==> src/rtl/cbus_arbiter_pkg.sv <==
// cbus_arbiter_pkg: shared CBus request/response types and burst length encodings.
package cbus_arbiter_pkg;
  typedef enum logic [3:0] {
    MLEN1  = 4'b0000,
    MLEN2  = 4'b0001,
    MLEN4  = 4'b0011,
    MLEN8  = 4'b0111,
    MLEN16 = 4'b1111
  } mlen_t;
  typedef struct packed {
    logic        valid;
    logic        is_write;
    logic [2:0]  size;
    logic [31:0] addr;
    logic [31:0] data;
    mlen_t       len;
    logic [3:0]  strobe;
  } cbus_req_t;
  typedef struct packed {
    logic        ready;
    logic        last;
    logic [31:0] data;
  } cbus_resp_t;
endpackage

==> src/rtl/cbus_arbiter_rr_picker.sv <==
// cbus_arbiter_rr_picker: combinational circular priority scan starting at i_start.
module cbus_arbiter_rr_picker #(
  parameter int N = 2,
  localparam int W = $clog2(N)
) (
  input  logic [N-1:0] i_valid,
  input  logic [W-1:0] i_start,
  output logic         o_any,
  output logic [W-1:0] o_idx
);
  logic [W-1:0] w_cand;
  always_comb begin
    o_any = |i_valid;
    o_idx = '0;
    w_cand = '0;
    // Scan from the far end back so the candidate closest to i_start wins.
    for (int k = N - 1; k >= 0; k--) begin
      w_cand = W'((int'(i_start) + k) % N);
      if (i_valid[w_cand]) o_idx = w_cand;
    end
  end
endmodule

==> src/rtl/cbus_arbiter.sv <==
// cbus_arbiter: round-robin merge of several CBus masters onto one port; the
// owner keeps the port until the last response beat of its burst.
module cbus_arbiter
  import cbus_arbiter_pkg::*;
#(
  parameter int NUM_INPUTS = 2
) (
  input  logic       clk,
  input  logic       resetn,
  input  cbus_req_t  ireqs  [NUM_INPUTS],
  output cbus_resp_t iresps [NUM_INPUTS],
  output cbus_req_t  oreq,
  input  cbus_resp_t oresp
);
  localparam int W = $clog2(NUM_INPUTS);
  typedef enum logic {IDLE, BUSY} state_t;
  state_t r_state, w_next;
  logic [W-1:0] r_owner, r_rr, w_idx;
  cbus_req_t r_saved;
  logic [NUM_INPUTS-1:0] w_valid;
  logic w_any, w_done;
  always_comb for (int i = 0; i < NUM_INPUTS; i++) w_valid[i] = ireqs[i].valid;
  cbus_arbiter_rr_picker #(.N(NUM_INPUTS)) u_picker (
    .i_valid(w_valid),
    .i_start(r_rr),
    .o_any  (w_any),
    .o_idx  (w_idx)
  );
  assign w_done = oresp.ready && oresp.last;
  always_ff @(posedge clk or negedge resetn)
    if (!resetn) r_state <= IDLE;
    else r_state <= w_next;
  always_comb w_next = r_state == IDLE ? (w_any ? BUSY : IDLE) : (w_done ? IDLE : BUSY);
  always_ff @(posedge clk or negedge resetn)
    if (!resetn) begin
      r_owner <= '0;
      r_rr    <= '0;
      r_saved <= '0;
    end else if (r_state == IDLE && w_any) begin
      r_saved <= ireqs[w_idx];
      r_owner <= w_idx;
    end else if (r_state == BUSY && w_done) begin
      r_rr <= r_owner == W'(NUM_INPUTS - 1) ? '0 : r_owner + 1'b1;
    end
  always_comb begin
    oreq = r_state == BUSY ? r_saved : '0;
    oreq.valid = r_state == BUSY;
    for (int i = 0; i < NUM_INPUTS; i++)
      iresps[i] = (r_state == BUSY && r_owner == W'(i)) ? oresp : '0;
  end
endmodule

==> config.mk <==
export PLATFORM = sky130hd
export DESIGN_NAME = cbus_arbiter
export DESIGN_NICKNAME = d
export VERILOG_FILES = /design/src/rtl/cbus_arbiter_pkg.sv /design/src/rtl/cbus_arbiter_rr_picker.sv /design/src/rtl/cbus_arbiter.sv
export SDC_FILE = /design/constraint.sdc
export NUM_CORES = 1
export LEC_CHECK = 0
export CAP_MARGIN = 15
export CORE_AREA = 2 2 129 131
export DETAILED_ROUTE_END_ITERATION = 8
export DIE_AREA = 0 0 131 133
export PLACE_DENSITY_LB_ADDON = 0.1
export SETUP_SLACK_MARGIN = 0.5
export SLEW_MARGIN = 20
export SYNTH_ARGS = -nofsm -noshare
export SYNTH_HDL_FRONTEND = slang
export SYNTH_SLANG_ARGS = --single-unit
==> constraint.sdc <==
create_clock -name clk -period 2.9 [get_ports clk]
set_input_delay 0.87 -clock clk [delete_from_list [all_inputs] [get_ports clk]]
set_output_delay 0.87 -clock clk [all_outputs]
set_load 0.005 [all_outputs]
---- Yosys cells after proc, flatten, opt, wreduce, memory -nomap -nowiden ----
Index checks and enable logic that the tools add are counted.
cells by class
  $add $sub $neg .......................... 2
  magnitude comparators ................... 3
  muxes and demuxes ....................... 16
  bitwise logic cells ..................... 4
  reductions and logical operators ........ 7
operator list
  cell                                                                  count
  77-bit 2-to-1 mux                                                     3
  76-bit 2-to-1 mux                                                     1
  34-bit 2-to-1 mux                                                     2
  1-bit 2-to-1 mux                                                      10
  1-bit logical AND                                                     5
  1-bit by 2-bit < comparator with 1-bit output, second input constant  2
  1-bit inverter                                                        3
  1-bit adder, second input constant                                    2
  2-bit >= comparator, second input constant                            1
  1-bit inverter with 2-bit output                                      1
  2-bit AND reduction                                                   1
  2-bit OR reduction                                                    1
word-level totals
  bits in registers ....................... 79
  input bits .............................. 190
  output and inout port bits .............. 145
  logic and storage cells ................. 41

---- Depth between registers and ports, before layout ----
  word-level depth ........................ 9
  mapped depth ............................ 6
  mapped depth without buffers ............ 3

---- Modules after synthesis ----
Synthesis repeated with hierarchy kept, for this count alone.
unflattened totals
  cell total of the unflattened synthesis .. 422
  area, all modules ....................... 5084.9 sq um
modules (own cells, without submodules)
  module                  instances  cells an instance  area each (sq um)  seq. area each (sq um)
  cbus_arbiter            1          419                5067.4             1976.9
  cbus_arbiter_rr_picker  1          3                  17.5               0.0

---- Worst setup path before layout ----
OpenSTA, ideal clock, no wires.
  path kind ............................... register -> output
  start point ............................. register r_state
  end point ............................... output iresps[37] (netlist bit)
  arrival time ............................ 1.056 ns
  data required time ...................... 2.030 ns
  setup slack ............................. 0.974 ns
  stages on the path, launching flop included .. 4
  buffers on the path ..................... 1
  cells stage by stage .................... dfrtp_1 -> nor2b_1 -> clkbuf_1 -> and2_1
RTL lines
  element                 RTL line            RTL
  from (decl)             cbus_arbiter.sv:17  state_t r_state, w_next;
  from (signal assigned)  cbus_arbiter.sv:32  else r_state <= w_next;
  to (decl)               cbus_arbiter.sv:11  output cbus_resp_t iresps [NUM_INPUTS],

==> run summary <==
Mux share of post-synthesis cell area: 0%
Placed Cells incl. Taps: 1,106
CP endpoint: iresps[46]
Maximum level of the CTS H-tree: 3
I/O Pins: 335
Area share of the largest cell type after synthesis: 40.9%
Fraction of power spent switching nets: 32.1%
Ys async rst share: 100%
Area growth syn-to-layout: 76.2%
Endpoint of the lowest-slack register-to-register path: r_saved[72]
Min-delay worst type: primary input to async pin
Dominant combinational cell family by area after synthesis: simple AND/OR/NAND/NOR gates
Gate power share: 43.4%
Area enclosed by the die boundary: 17,400 um^2
Routed wire length: 22.2 mm
Net count after synthesis: 797
Worst Setup Path Type: flip-flop to primary output
Worst hold slack: 506 ps
Pwr dens: 547 nW/um^2
Simple-gate area share of the yosys netlist: 33.0%
Register cell area after layout: 1980 um^2
RSZ-0062 raised after global routing: yes
Max-slew violations: 0
Final standard cell utilization of the core: 52.7%
Vertical extent of the die: 133 um
Count of buffers inserted at the top-level ports: 334
Via/cell ratio: 5.04
Number of standard-cell rows in the floorplan: 47
Clock net sink count: 79
Final worst-path cycle share: 86.4%
Maximum buffer depth of the clock tree: 2
Initial core utilization: 29.9%
Initial antenna violation count: 8
Reg-to-reg critical path startpoint: r_state
Setup skew after layout: 2.97 ps
Final net count: 1,115
Worst Setup End Kind: primary output
Core Box Area: 16,200 um^2
Xor/xnor cell area share of the yosys netlist: 0%
Top cell types by occurrence after synthesis: sky130_fd_sc_hd__and2_1 (110), sky130_fd_sc_hd__dfrtp_1 (79), sky130_fd_sc_hd__nand3_1 (77)
Max-cap violations: 0
Biggest fanout along the worst timing path: 10
Max IR drop VDD: 0.000216 V
Fraction of final layout cells with drive strength greater than 1: 20.3%
Most common cell in the synthesized netlist: sky130_fd_sc_hd__and2_1
Synth area leaders: sky130_fd_sc_hd__dfrtp_1 (41%), sky130_fd_sc_hd__and2_1 (14%), sky130_fd_sc_hd__a31oi_1 (9.8%)
Root buffer selected by CTS: sky130_fd_sc_hd__clkbuf_16
Worst reg-to-reg setup slack: 800 ps
Status: complete, no violations
Total of hold buffers inserted after clock tree synthesis: 0
Maximum number of pins on one net before global-route repair: 73
Clk_lat worst skew: 340 ps
Synthesized-area fraction occupied by adder cells: 0%
Number of iterations in the first detailed-routing pass: 4
Count of yosys warnings during synthesis: 0
Switching power total: 0.00149 W
Distinct cell type count after synthesis: 22
P_leak: 3.83 nW
Register area share after synthesis: 40.9%
Overall overflow remaining after global route: 0
Worst slack after detailed placement: -6.98 ps
Clock transition at the registers of the reported paths: 60 ps
Antenna Nets Post-Route: 0
Multi-input gate area: 2530 um^2
Number of global-route vias before repair: 5,665
Iter 0 DRT Violations: 191
Clock power share: 24.1%
Most used DFF post-synth: sky130_fd_sc_hd__dfrtp_1
Number of synthesized flops with an enable pin: 0
Mean area per synthesized cell: 7.97 um^2
Maximum frequency from static timing analysis: 399 MHz
Number of remaining DRC errors: 0
Depth of the worst register-to-register path: 8
Start point of the critical path: r_state
Number of CTS-inserted buffers: 9
Sequential share of power: 32.5%
Final Hold Vio Count: 0
Wire length of the first global-routing pass: 32.4 mm
Non-Filler Instances: 1,152
Cell type contributing the most total cell area after synthesis: sky130_fd_sc_hd__dfrtp_1
Final weighted congestion in routability-driven placement: 0.791
Fill cell instance count of the final layout: 1,569
Setup tns final: 0 ps
DR vias: 5,807
Final-report setup violation count: 0
Compound-Gate Fraction of Synth Area: 18.4%
Startpoint Class: flip-flop
Drt wl/cell: 19.3 um
Final worst setup slack: 394 ps
Estimated wirelength of the detail-placed design: 14.6 mm
Number of instances in the synthesized netlist: 607
Worst Max-Slew Pin Slew: 719 ps
Slew headroom: 52.1%
Clock tree from TritonCTS: built
Arrival time of data at the critical path endpoint: 1640 ps
All-Layer GR Usage: 24.6%
Req. time, crit path: 2030 ps
Yosys reg bits: 79
Synthesized area: 4840 um^2
Die extent in x: 131 um
Clock period minus final worst setup slack: 2510 ps
Internal Pwr Total: 0.00317 W
-- worst min-delay path by stage --
stage | cells past startpoint | end
after detailed placement | 2 | r_rr
after floorplan | 2 | r_rr
after CTS | 1 | r_saved[52]
after global placement | 2 | r_rr
after global routing | 1 | r_saved[52]
final | 1 | r_saved[52]
-- sequential cells by signal, indices dropped and copies added, names as in the netlist --
signal	cells
r_saved	76
r_state	1
r_rr	1
r_owner	1
-- placed cells by master, fill, tap and decap left out, drive strengths merged --
cell type      instances
a31oi                 76
and2                 110
dlymetal6s2s           7
clkinv                 2
o31a                   1
clkdlybuf4s50        154
o21ai                 77
nor2b                  1
dfrtp                 79
bufbuf                 1
nand3                 77
clkbuf                74
clkinvlp               1
and2b                  1
nor2                  76
o32ai                  1
clkdlybuf4s15         12
bufinv                 1
inv                    2
o21ba                  1
and3                  34
nand2                  1
buf                   83
dlygate4sd2           55
diode                  4
nand2b                 1
-- critical path, stage by stage (launching register included) --
cell and delay (ps):
sky130_fd_sc_hd__dfrtp_2 430, sky130_fd_sc_hd__buf_6 120, sky130_fd_sc_hd__nor2b_4 120, sky130_fd_sc_hd__buf_8 130
sky130_fd_sc_hd__buf_4 140, sky130_fd_sc_hd__and2_4 150, sky130_fd_sc_hd__clkdlybuf4s15_2 200
-- final cells by class --
| type | instances | area share, % |
|---|---|---|
| antenna | 4 | 0.117 |
| clock buffer | 10 | 2.81 |
| clock inverter | 4 | 0.558 |
| inverter | 2 | 0.0881 |
| multi-input combinational | 457 | 29.7 |
| sequential | 79 | 23.2 |
| tap | 220 | 3.23 |
| timing repair buffer | 376 | 40.3 |
-- what timing repair did --
action / CTS / global route
setup buffers: 15 / 3
endpoints found under the setup margin: 145 / 115
cloned: 8 / 2
gates resized for setup: 347 / 143
endpoints found under the hold margin: 0 / 0
pin swaps: 9 / 2
-- power by group through the flow --
stage | logic, W | registers [W] | clock network [W]
2_1_floorplan | 0.000906 | 0.00149 | 0
3_3_place_gp | 0.00213 | 0.00151 | 0
3_5_place_dp | 0.00215 | 0.00153 | 0
4_1_cts | 0.00205 | 0.00151 | 0.00115
5_1_grt | 0.00221 | 0.00155 | 0.00119
6_report | 0.00202 | 0.00152 | 0.00112
-- per-layer routing --
layer	vias up	track usage (%)	part of all wire (%)
met5	-	0	0.054
met4	2	9.40	2.7
met3	34	5.18	7.3
met2	240	44.0	51
met1	2768	28.4	39
li1	2763	-	-
-- metrics by stage --
| step | cell area [um^2] | total power [W] |
|---|---|---|
| floorplan | 4840 | 0.00240 |
| global placement | 8250 | 0.00364 |
| detailed placement | 8250 | 0.00368 |
| CTS | 8670 | 0.00471 |
| global route | 8520 | 0.00496 |
| finish | 8520 | 0.00466 |
-- cell families (layout without fill, tap and decap cells) --
kind of cell           count (synthesis)  after routing
and+or+nand+nor                      301            301
buffers and inverters                 71            392
AOI/OAI and AO/OA                    156            156
other                                  0              4
DFF                                   79             79
(Power assumes the default switching activity.)
